<file path="src/rtl/counter_pkg.sv">
// Shared types and timing defaults for the up/down counter, its key-repeat
// generator and the display path.
package counter_pkg;

   typedef enum logic [1:0] {
      RPT_IDLE,
      RPT_DELAY,
      RPT_REPEAT
   } rpt_state_e;

   typedef enum logic {
      CNT_SAT,
      CNT_WRAP
   } cnt_mode_e;

   localparam int DEF_REPEAT_DELAY  = 25_000_000;
   localparam int DEF_REPEAT_PERIOD = 5_000_000;

endpackage

</file>
<file path="src/rtl/key_repeat_gen.sv">
// Hold-to-repeat generator: turns a held key level into one step after
// REPEAT_DELAY cycles, then one step every REPEAT_PERIOD cycles.
module key_repeat_gen
   import counter_pkg::*;
#(
   parameter int REPEAT_DELAY  = DEF_REPEAT_DELAY,
   parameter int REPEAT_PERIOD = DEF_REPEAT_PERIOD
) (
   input  logic clk,
   input  logic rst_n,
   input  logic inc_hold,
   input  logic dec_hold,
   output logic rpt_up,
   output logic rpt_dn
);

   localparam int TMAX = (REPEAT_DELAY > REPEAT_PERIOD) ? REPEAT_DELAY : REPEAT_PERIOD;
   localparam int TW   = $clog2(TMAX);
   localparam logic [TW-1:0] DLY_LAST = TW'(REPEAT_DELAY - 1);
   localparam logic [TW-1:0] PER_LAST = TW'(REPEAT_PERIOD - 1);

   rpt_state_e      state_q, state_d;
   logic            dir_up_q, dir_up_d;
   logic [TW-1:0]   timer_q, timer_d;
   logic            hold_ok;

   // The latched key must still be the only one held; anything else aborts.
   assign hold_ok = dir_up_q ? (inc_hold & ~dec_hold) : (dec_hold & ~inc_hold);

   always_comb begin
      state_d  = state_q;
      dir_up_d = dir_up_q;
      timer_d  = timer_q;
      rpt_up   = 1'b0;
      rpt_dn   = 1'b0;
      case (state_q)
         RPT_IDLE: begin
            if (inc_hold ^ dec_hold) begin
               state_d  = RPT_DELAY;
               dir_up_d = inc_hold;
               timer_d  = '0;
            end
         end
         RPT_DELAY: begin
            if (!hold_ok) begin
               state_d = RPT_IDLE;
               timer_d = '0;
            end else if (timer_q == DLY_LAST) begin
               rpt_up  = dir_up_q;
               rpt_dn  = ~dir_up_q;
               timer_d = '0;
               state_d = RPT_REPEAT;
            end else begin
               timer_d = timer_q + TW'(1);
            end
         end
         RPT_REPEAT: begin
            if (!hold_ok) begin
               state_d = RPT_IDLE;
               timer_d = '0;
            end else if (timer_q == PER_LAST) begin
               rpt_up  = dir_up_q;
               rpt_dn  = ~dir_up_q;
               timer_d = '0;
            end else begin
               timer_d = timer_q + TW'(1);
            end
         end
         default: begin
            state_d = RPT_IDLE;
            timer_d = '0;
         end
      endcase
   end

   always_ff @(posedge clk or negedge rst_n) begin
      if (!rst_n) begin
         state_q  <= RPT_IDLE;
         dir_up_q <= 1'b0;
         timer_q  <= '0;
      end else begin
         state_q  <= state_d;
         dir_up_q <= dir_up_d;
         timer_q  <= timer_d;
      end
   end

endmodule

</file>
<file path="src/rtl/updown_sat_counter.sv">
// Bounded up/down counter with saturate-or-wrap limiting, load/clear and
// ovf/udf pulses. Define AUTOREPEAT_EN to build the hold-to-repeat path.
module updown_sat_counter
   import counter_pkg::*;
#(
   parameter int WIDTH         = 8,
   parameter int MIN_VAL       = 0,
   parameter int MAX_VAL       = 255,
   parameter int RST_VAL       = 0,
   parameter int STEP          = 1,
   parameter int REPEAT_DELAY  = DEF_REPEAT_DELAY,
   parameter int REPEAT_PERIOD = DEF_REPEAT_PERIOD
) (
   input  logic             clk,
   input  logic             rst_n,
   input  logic             inc,
   input  logic             dec,
   input  logic             inc_hold,
   input  logic             dec_hold,
   input  logic             wrap_en,
   input  logic             clr,
   input  logic             load,
   input  logic [WIDTH-1:0] load_val,
   output logic [WIDTH-1:0] value,
   output logic             at_max,
   output logic             at_min,
   output logic             ovf,
   output logic             udf
);

   if (MIN_VAL < 0 || MIN_VAL >= MAX_VAL ||
       longint'(MAX_VAL) > ((longint'(1) << WIDTH) - 1)) begin : g_bad_range
      $error("updown_sat_counter: need 0 <= MIN_VAL < MAX_VAL <= 2**WIDTH-1");
   end
   if (RST_VAL < MIN_VAL || RST_VAL > MAX_VAL) begin : g_bad_rst
      $error("updown_sat_counter: RST_VAL outside [MIN_VAL, MAX_VAL]");
   end
   if (STEP < 1 || STEP > MAX_VAL - MIN_VAL) begin : g_bad_step
      $error("updown_sat_counter: STEP must be in [1, MAX_VAL-MIN_VAL]");
   end
   if (REPEAT_DELAY < 2 || REPEAT_PERIOD < 2) begin : g_bad_rpt
      $error("updown_sat_counter: repeat delay and period must be >= 2");
   end

   localparam logic [WIDTH:0] MIN_E   = (WIDTH+1)'(MIN_VAL);
   localparam logic [WIDTH:0] MAX_E   = (WIDTH+1)'(MAX_VAL);
   localparam logic [WIDTH:0] STEP_E  = (WIDTH+1)'(STEP);
   localparam logic [WIDTH:0] RANGE_E = (WIDTH+1)'(MAX_VAL - MIN_VAL + 1);
   localparam logic [WIDTH-1:0] RST_W = WIDTH'(RST_VAL);

   logic rpt_up, rpt_dn;

`ifdef AUTOREPEAT_EN
   key_repeat_gen #(
      .REPEAT_DELAY  (REPEAT_DELAY),
      .REPEAT_PERIOD (REPEAT_PERIOD)
   ) u_key_repeat_gen (
      .clk      (clk),
      .rst_n    (rst_n),
      .inc_hold (inc_hold),
      .dec_hold (dec_hold),
      .rpt_up   (rpt_up),
      .rpt_dn   (rpt_dn)
   );
`else
   logic unused_holds;
   assign unused_holds = inc_hold ^ dec_hold;
   assign rpt_up = 1'b0;
   assign rpt_dn = 1'b0;
`endif

   logic [WIDTH-1:0] value_q, value_d;
   logic             at_max_q, at_max_d, at_min_q, at_min_d;
   logic             ovf_q, ovf_d, udf_q, udf_d;
   logic             up, down;
   logic [WIDTH:0]   cur_e, sum_e, lv_e;
   cnt_mode_e        mode;

   assign up    = inc | rpt_up;
   assign down  = dec | rpt_dn;
   assign mode  = wrap_en ? CNT_WRAP : CNT_SAT;
   assign cur_e = {1'b0, value_q};
   assign lv_e  = {1'b0, load_val};
   assign sum_e = cur_e + STEP_E;

   always_comb begin
      value_d = value_q;
      ovf_d   = 1'b0;
      udf_d   = 1'b0;
      if (clr) begin
         value_d = RST_W;
      end else if (load) begin
         if (lv_e < MIN_E)      value_d = WIDTH'(MIN_E);
         else if (lv_e > MAX_E) value_d = WIDTH'(MAX_E);
         else                   value_d = load_val;
      end else if (up && !down) begin
         if (sum_e > MAX_E) begin
            ovf_d   = 1'b1;
            value_d = (mode == CNT_WRAP) ? WIDTH'(sum_e - RANGE_E) : WIDTH'(MAX_E);
         end else begin
            value_d = WIDTH'(sum_e);
         end
      end else if (down && !up) begin
         // Adding RANGE before subtracting keeps the wrap path non-negative.
         if (cur_e < MIN_E + STEP_E) begin
            udf_d   = 1'b1;
            value_d = (mode == CNT_WRAP) ? WIDTH'(cur_e + RANGE_E - STEP_E) : WIDTH'(MIN_E);
         end else begin
            value_d = WIDTH'(cur_e - STEP_E);
         end
      end
      at_max_d = ({1'b0, value_d} == MAX_E);
      at_min_d = ({1'b0, value_d} == MIN_E);
   end

   always_ff @(posedge clk or negedge rst_n) begin
      if (!rst_n) begin
         value_q  <= RST_W;
         at_max_q <= (RST_VAL == MAX_VAL);
         at_min_q <= (RST_VAL == MIN_VAL);
         ovf_q    <= 1'b0;
         udf_q    <= 1'b0;
      end else begin
         value_q  <= value_d;
         at_max_q <= at_max_d;
         at_min_q <= at_min_d;
         ovf_q    <= ovf_d;
         udf_q    <= udf_d;
      end
   end

   assign value  = value_q;
   assign at_max = at_max_q;
   assign at_min = at_min_q;
   assign ovf    = ovf_q;
   assign udf    = udf_q;

endmodule
</file>
<file path="config.mk">
export PLATFORM = sky130hd
export DESIGN_NAME = updown_sat_counter
export DESIGN_NICKNAME = d
export VERILOG_FILES = /design/src/rtl/counter_pkg.sv /design/src/rtl/key_repeat_gen.sv /design/src/rtl/updown_sat_counter.sv
export SDC_FILE = /design/constraint.sdc
export NUM_CORES = 1
export LEC_CHECK = 0
export CORE_ASPECT_RATIO = 1.1
export CORE_MARGIN = 2
export CORE_UTILIZATION = 49
export CTS_CLUSTER_SIZE = 16
export DETAILED_ROUTE_END_ITERATION = 16
export GPL_TIMING_DRIVEN = 0
export PLACE_DENSITY = 0.76
export SKIP_CTS_REPAIR_TIMING = 1
export SLEW_MARGIN = 20
export SYNTH_ARGS = -nofsm -noshare
export SYNTH_HDL_FRONTEND = slang
export SYNTH_SLANG_ARGS = --single-unit
</file>
<file path="constraint.sdc">
create_clock -name clk -period 4 [get_ports clk]
set_clock_uncertainty 0.15 [all_clocks]
set_input_delay 0.8 -clock clk [delete_from_list [all_inputs] [get_ports clk]]
set_output_delay 0.8 -clock clk [all_outputs]
set_load 0.01 [all_outputs]
</file>
* Word level (Yosys, flattened, before mapping) *
Index checks and enable logic that the tools add are counted.

cells by class
  add/subtract/negate cells = 5
  $lt $le $gt $ge = 4
  equal/unequal tests = 1
  multiplexer cells = 20
  reductions and logical operators = 5

operators by type and width
  operator             count
  $mux 8               10
  $sub 8x1->8 const B  3
  $lt 8x1->1 const B   2
  $mux 1               10
  $add 8x1->9 const B  1
  $gt 9x8->1 const B   1
  $add 8x1->8 const B  1
  $eq 8x8->1 const B   1
  $gt 8x8->1 const B   1
  $logic_not 8->1      1
  $logic_and 1x1->1    2
  $logic_not 1->1      2

storage, ports and cells
  register bits = 12
  bits of input ports = 17
  output and inout port bits = 12
  word-level logic and storage cells = 40

* Longest topological paths before layout *
Gate-level depths: netlist of run 1.

  depth in word-level cells = 9
  mapped depth = 9
  depth with buffers taken out = 8

* Worst setup path after synthesis of run 1 *
OpenSTA, ideal clock, no wires.

  path kind = flip-flop to flip-flop
  start = register value_q[0] (netlist: value[0])
  end = register at_min_q (netlist: at_min)
  setup time = 90 ps
  arrival time = 2570 ps
  data required time = 3760 ps
  slack = 1190 ps
  cell stages (with the launch flop) = 10
  buffers on the path = 1
  clock period less this slack = 2810 ps
  cells stage by stage = dfrtp_1 -> clkbuf_1 -> inv_1 -> ha_1 -> or3b_2 -> o41ai_4 -> a21oi_1 -> o41ai_2 -> or3b_1 -> nor4_2

between the ends
  word-level cells in the longest chain between the ends = 9
  elaborated cells between the ends (all ways) = 16
  those cells by class = add/sub: 5; order compare: 2; mux: 8; reduce/logical: 1

RTL lines
  item                      RTL line                   text
  start: declaration        updown_sat_counter.sv:72   logic [WIDTH-1:0] value_q, value_d;
  start signal: assignment  updown_sat_counter.sv:124  value_q <= value_d;
  $add 8x1->8               updown_sat_counter.sv:107  value_d = (mode == CNT_WRAP) ? WIDTH'(cur_e + RANGE_E - STEP_E) : WIDTH'(MIN_E);
  $sub 8x1->8               updown_sat_counter.sv:107
  $mux 8                    updown_sat_counter.sv:107
  $mux 8                    updown_sat_counter.sv:105  if (cur_e < MIN_E + STEP_E) begin
  $mux 8                    updown_sat_counter.sv:103  end else if (down && !up) begin
  $mux 8 (*)                updown_sat_counter.sv:96   end else if (up && !down) begin
  $mux 8 (*)                updown_sat_counter.sv:92   end else if (load) begin
  $mux 8 (*)                updown_sat_counter.sv:90   if (clr) begin
  $logic_not 8->1 (*)       updown_sat_counter.sv:113  at_min_d = ({1'b0, value_d} == MIN_E);
  named net at_min_d        updown_sat_counter.sv:73   logic at_max_q, at_max_d, at_min_q, at_min_d;
  end signal: assignment    updown_sat_counter.sv:120  at_min_q <= (RST_VAL == MIN_VAL);
  end signal: assignment    updown_sat_counter.sv:126  at_min_q <= at_min_d;
  end: declaration          updown_sat_counter.sv:73

The timed path passes the listed nets; every way through them passes the cells marked *.

* Final worst setup path of run 1 *
  start = input port wrap_en
  end = register at_min_q (netlist: at_min)

between the ends
  word-level cells in the longest chain between the ends = 8
  elaborated cells between the ends (all ways) = 10
  those cells by class = mux: 9; reduce/logical: 1

RTL lines
  item                 RTL line                   text
  start: declaration   updown_sat_counter.sv:20   input logic wrap_en,
  $mux 1 (*)           updown_sat_counter.sv:81   assign mode = wrap_en ? CNT_WRAP : CNT_SAT;
  $mux 8               updown_sat_counter.sv:107
  $mux 8               updown_sat_counter.sv:105
  $mux 8               updown_sat_counter.sv:103
  $mux 8 (*)           updown_sat_counter.sv:96
  $mux 8 (*)           updown_sat_counter.sv:92
  $mux 8 (*)           updown_sat_counter.sv:90
  $logic_not 8->1 (*)  updown_sat_counter.sv:113
  named net at_min_d   updown_sat_counter.sv:73

Marks and branches as above.

==> flow_summary.toml, run 1 <==
[outcome]
outcome = "complete, no violations"

[global_routing]
grt_pass1_wl_mm = 6.17
grt_overflow = 0
grt_pass1_vias = 1280
grt_max_degree = 13
track_usage_pct = 28.5
antenna_found_initial = 0

[layout]
final_cell_mix = "clkdlybuf4s50_1, inv_1, dfrtp_1"
drive_above_1_share_pct = 6.29
stdcell_area_um2 = 1500
fill_cells = 204
final_util_pct = 66.5
fin_cells = 205
syn_to_final_growth_pct = 27.6
final_common_cell = "clkdlybuf4s50_1"
antenna_cells = 0
nets = 196

[critical_path]
cp-end-kind = "flip-flop"
crit_path_start_kind = "input pin"
critical_path_required_ns = 4.05
arrival_ns = 3.32
critical_path_class = "input pin to flip-flop"
cp_max_fo = 6

[floorplan]
fp-row-count = 18
pin_count = 29
die_width_um = 50.7
dieArea_um2 = 2800
core_um2 = 2250
start_util_pct = 52.1
die_h_um = 55.3

[power_and_ir_drop]
p_comb_share_pct = 35.7
switchingPower_w = 0.000137
switching_share_pct = 35.8
seq_power_share_pct = 36.6
p_per_area_nw_per_um2 = 256
ir_drop_mv = 0.221
internal-power_w = 0.000246
clockPowerShare_pct = 27.6
p_leak_nw = 0.607

[timing]
post-route-period-util_pct = 81.8
hold_ws_ns = 0.617
finalHoldViolCount = 0
finalSetupViolCount = 0
rsz0062_at_grt = "false"
fin_crit_ns = 3.27
tns_ns = 0
slew_headroom_pct = 61.6
slew_viol_final = 0
max_freq_mhz = 306
tightest_slew_ns = 0.574

[place]
dpl.cell_count = 201
hpwl_mm = 2.67
finalWeightedCongestion = 0.933
dpl_cell_area_um2 = 1460
io_buffers = 25

[detailed_routing]
wl_per_cell_um = 17.5
dr.pass1.iters = 4
drc_errors = 0
ant_nets = 0
vias = 1307
avgViaCountPerCell = 6.38
initialDrtViolationCount = 26
routed_wl_mm = 3.58

[clock_tree]
cts_tree = "yes"
insertion_delay_ns = 0.29
cts.clk_slew.worst_paths_ns = 0.09
clock-root-buffer = "clkbuf_4"
htree_levels = 1
cts.sinks = 12
clockBufferDepth = 2
numCtsBuffers = 3

[synthesis]
synth_top_area_share_pct = 23.5
synth_top_cells_by_area = "dfrtp_1, a21oi_1, inv_1"
ys_ff_latch = 12
syn-num-nets = 166
synth_edf_count = 0
async_flop_share_pct = 100
avgSynthCellArea_um2 = 8.04
yosysWarnings = 0
syn-instance-count = 146
synth.distinct_cells = 51
syn_area_um2 = 1170
yosys.area.top_type = "dfrtp_1"
ys_seq_area_share_pct = 25.7
ys.flop_type = "dfrtp_1"

[worst_hold_path]
hold_class = "flip-flop to flip-flop"

[run]
drv_cap = 0
sequential cells by signal, summed over array words and instances (netlist names):
signal,count
at_min,1
value,8
ovf,1
udf,1
at_max,1
layout make-up:
| type | instances | area, µm² | area share (%) |
|---|---|---|---|
| Sequential cell | 12 | 302 | 20.1 |
| Clock buffer | 4 | 36.3 | 2.42 |
| Timing Repair Buffer | 25 | 250 | 16.7 |
| Multi-Input combinational cell | 111 | 783 | 52.3 |
| Tap cell | 30 | 37.5 | 2.51 |
| Buffer | 12 | 47.5 | 3.17 |
| Inverter | 11 | 41.3 | 2.76 |
cell usage after synthesis (2+ instances only):
library cell  number
dfrtp_1           11
inv_1             11
clkbuf_1          10
a21oi_1            9
nand2_1            8
o21ai_0            7
nor3_1             6
and3_1             4
nor2_1             4
o211ai_1           4
or3_1              4
a31oi_1            3
and4_1             3
ha_1               3
nand2b_1           3
nand3_1            3
nand3b_1           3
nor2b_1            3
o21a_1             3
o31ai_1            3
xnor2_1            3
a22oi_1            2
a311o_1            2
a311oi_1           2
buf_2              2
nor3b_1            2
nor4_1             2
o22ai_1            2
or4_1              2
logic make-up (layout without fill, tap and decap cells):
family	count (synthesis)	count (layout)	synth area share, %
xor+xnor	3	3	2.24
fa+ha+maj	3	3	3.20
flops	12	12	25.7
compound gates	48	48	30.8
simple gates	57	57	30.5
buf+inv	23	52	7.57
power by group through the flow:
stage	Combinational, W	Clock [W]	Sequential, W
floorplan	0.0000772	0	0.000144
global placement	0.000133	0	0.000142
detailed placement	0.000134	0	0.000143
CTS	0.000135	0.000107	0.000140
global route	0.000149	0.000112	0.000142
finish	0.000137	0.000106	0.000140
layer usage:
layer  global-route usage (%)  part of all wire, %  wire (µm)  vias up
met5                        0                    0          0        -
met4                     14.3                  2.5         89        0
met3                     5.41                  5.7        203       11
met2                     42.9                   47       1670       45
met1                     38.6                   45       1620      631
li1                         -                    -          -      620
worst paths after layout:
kind / startpoint / endpoint / cells after the start / slack, ns
worst max-delay path: wrap_en / at_min / 7 / 0.73
worst min-delay path: value[7] / udf / 4 / 0.62
worst max register to register: value[0] / at_min / 9 / 0.81
worst min register to register: value[7] / udf / 4 / 0.62
max in group asynchronous: rst_n / at_min / 1 / 2.60
min in group asynchronous: rst_n / value[6] / 1 / 0.71
metrics by stage:
| step | setup slack [ns] | power [W] |
|---|---|---|
| global route | 0.585 | 0.000403 |
| floorplan | 1.19 | 0.000221 |
| CTS | 0.741 | 0.000382 |
| global placement | 0.457 | 0.000275 |
| finish | 0.729 | 0.000383 |
| detailed placement | 0.461 | 0.000277 |
critical path: stages:
cell and delay (ns):
clkdlybuf4s50_1 0.52, or3b_2 0.58, o41ai_4 0.41, a21oi_1 0.10
o41ai_2 0.36, or3b_1 0.40, nor4_2 0.15
Note: power is estimated with default switching activity, not from simulation.
==> run 2, diff against run 1 <==
==> constraint.sdc (replaced) <==
create_clock -name clk -period 3.05 [get_ports clk]
set_clock_uncertainty 0.15 [all_clocks]
set_input_delay 0.61 -clock clk [delete_from_list [all_inputs] [get_ports clk]]
set_output_delay 0.61 -clock clk [all_outputs]
set_load 0.01 [all_outputs]
==> run 2 against run 1 <==
Critical path depth unchanged. Sequential share of layout area fell by 0.13 points. Hold slack lost 0.10 ns. Register-to-register slack lost 0.65 ns. Clock power is 33% higher. Setup slack worse by 0.60 ns. Power increased by 32%. Final cell count unchanged. Sequential cell count is the same.
==> flow_summary.toml, run 2 (synthesis gave the netlist of run 1 again) <==
[global_routing]
track_usage_pct = 28.5
grt_pass1_vias = 1280
grt_overflow = 0
grt_pass1_wl_mm = 6.17
grt_max_degree = 13
antenna_found_initial = 0

[floorplan]
pin_count = 29
core_um2 = 2250
dieArea_um2 = 2800
start_util_pct = 52.1
die_h_um = 55.3
fp-row-count = 18
die_width_um = 50.7

[place]
finalWeightedCongestion = 0.933
dpl.cell_count = 201
hpwl_mm = 2.67
io_buffers = 25

[clock_tree]
clock-root-buffer = "clkbuf_4"
htree_levels = 1
cts.sinks = 12
numCtsBuffers = 3
cts.clk_slew.worst_paths_ns = 0.10
cts_tree = "yes"
insertion_delay_ns = 0.30
clockBufferDepth = 2

[layout]
largest_reg_flops = 8
nets = 196
final_cell_mix = "clkdlybuf4s50_1, inv_1, dfrtp_1"
final_util_pct = 66.9
fill_cells = 205
fin_cells = 205
drive_above_1_share_pct = 7.43
seq_area_um2 = 302
syn_to_final_growth_pct = 28.5
multi_input_area_um2 = 790
final_common_cell = "clkdlybuf4s50_1"
antenna_cells = 0

[detailed_routing]
vias = 1339
routed_wl_mm = 3.62
drc_errors = 0
dr.pass1.iters = 4
initialDrtViolationCount = 19
ant_nets = 0
wl_per_cell_um = 17.6
avgViaCountPerCell = 6.53

[timing]
finalSetupViolCount = 0
rsz0062_at_grt = "false"
slew_headroom_pct = 62.7
post-route-period-util_pct = 95.8
slew_viol_final = 0
tightest_slew_ns = 0.557
finalHoldViolCount = 0
max_freq_mhz = 342
tns_ns = 0
fin_crit_ns = 2.92

[critical_path]
crit_buf_inv = 1
crit_path_start_kind = "input pin"
path_cells = "clkdlybuf4s50_1 > or4b_4 > o31ai_1 > a21oi_1 > o31a_1 > or3b_1 > nor4_2"
cpMaxStageDelayCell = "or4b_4"
arrival_ns = 2.98
cp-end-kind = "flip-flop"
critical_path_class = "input pin to flip-flop"
cp_slowest_stage_delay_ns = 0.64
critical_path_required_ns = 3.10
critPathTopFamily = "simple AND/OR/NAND/NOR gates"
cp_max_fo = 9

[power_and_ir_drop]
p_per_area_nw_per_um2 = 336
p_leak_nw = 0.621
ir_drop_mv = 0.290
p_total_w = 0.000506

[worst_hold_path]
hold_class = "input pin to asynchronous set/reset pin"

[outcome]
outcome = "complete, no violations"

[run]
drv_cap = 0
[run 2: report_power, final]
part / total, W / internal, W / switching (W)
combinational: 0.000181 / 0.0000814 / 0.0000997
clock: 0.000141 / 0.0000728 / 0.0000680
sequential: 0.000184 / 0.000170 / 0.0000141
[run 2: worst paths after layout]
check                      slack (ns)  startpoint  cells past startpoint        to
min reg2reg                      0.63    value[7]                      4       udf
min                              0.51       rst_n                      1  value[6]
max reg2reg                      0.16    value[0]                      9    at_min
max                              0.13         inc                      7    at_min
max in group asynchronous        1.85       rst_n                      1    at_min
min in group clk                 0.63    value[7]                      4       udf
[run 2: worst register-to-register path, delay by kind of cell, from the launching register on]
| kind | cells | cell delay, ns |
|---|---|---|
| AOI/OAI and AO/OA | 3 | 0.76 |
| buffers and inverters | 2 | 0.30 |
| DFF | 1 | 0.43 |
| and+or+nand+nor | 3 | 0.97 |
| adders and majority gates | 1 | 0.21 |
[run 2: final cells by class]
class                   count  area share [%]
multi-input cells         111            52.4
clock buffers               4            2.41
repair buffers             25            16.8
well taps                  30            2.49
flip-flops and latches     12            20.0
plain buffers              12            3.24
inverters                  11            2.74
[run 2: per-stage QoR]
stage	cell area (µm²)	setup slack, ns	hold slack [ns]
3_5_place_dp	1460	-0.299	0.617
4_1_cts	1500	-0.120	0.542
3_3_place_gp	1460	-0.303	0.611
2_1_floorplan	1170	0.240	0.164
5_1_grt	1510	0.0179	0.586
6_report	1510	0.128	0.512
[run 2: layer usage]
metal,global-route usage [%],up-vias,part of all wire (%)
li1,-,616,-
met1,38.6,638,41
met2,42.9,68,46
met3,5.41,17,8.9
met4,14.3,0,3.8
met5,0,-,0
==> run 3, diff against run 2 <==
--- a/config.mk
+++ b/config.mk
@@ -5,6 +5,7 @@
 export SDC_FILE = /design/constraint.sdc
 export NUM_CORES = 1
 export LEC_CHECK = 0
+export ABC_CLOCK_PERIOD_IN_PS = 3050
 export CORE_ASPECT_RATIO = 1.1
 export CORE_MARGIN = 2
 export CORE_UTILIZATION = 49
==> results of run 3 <==
No change in the layout: final DEF, timing and power equal those of run 2.
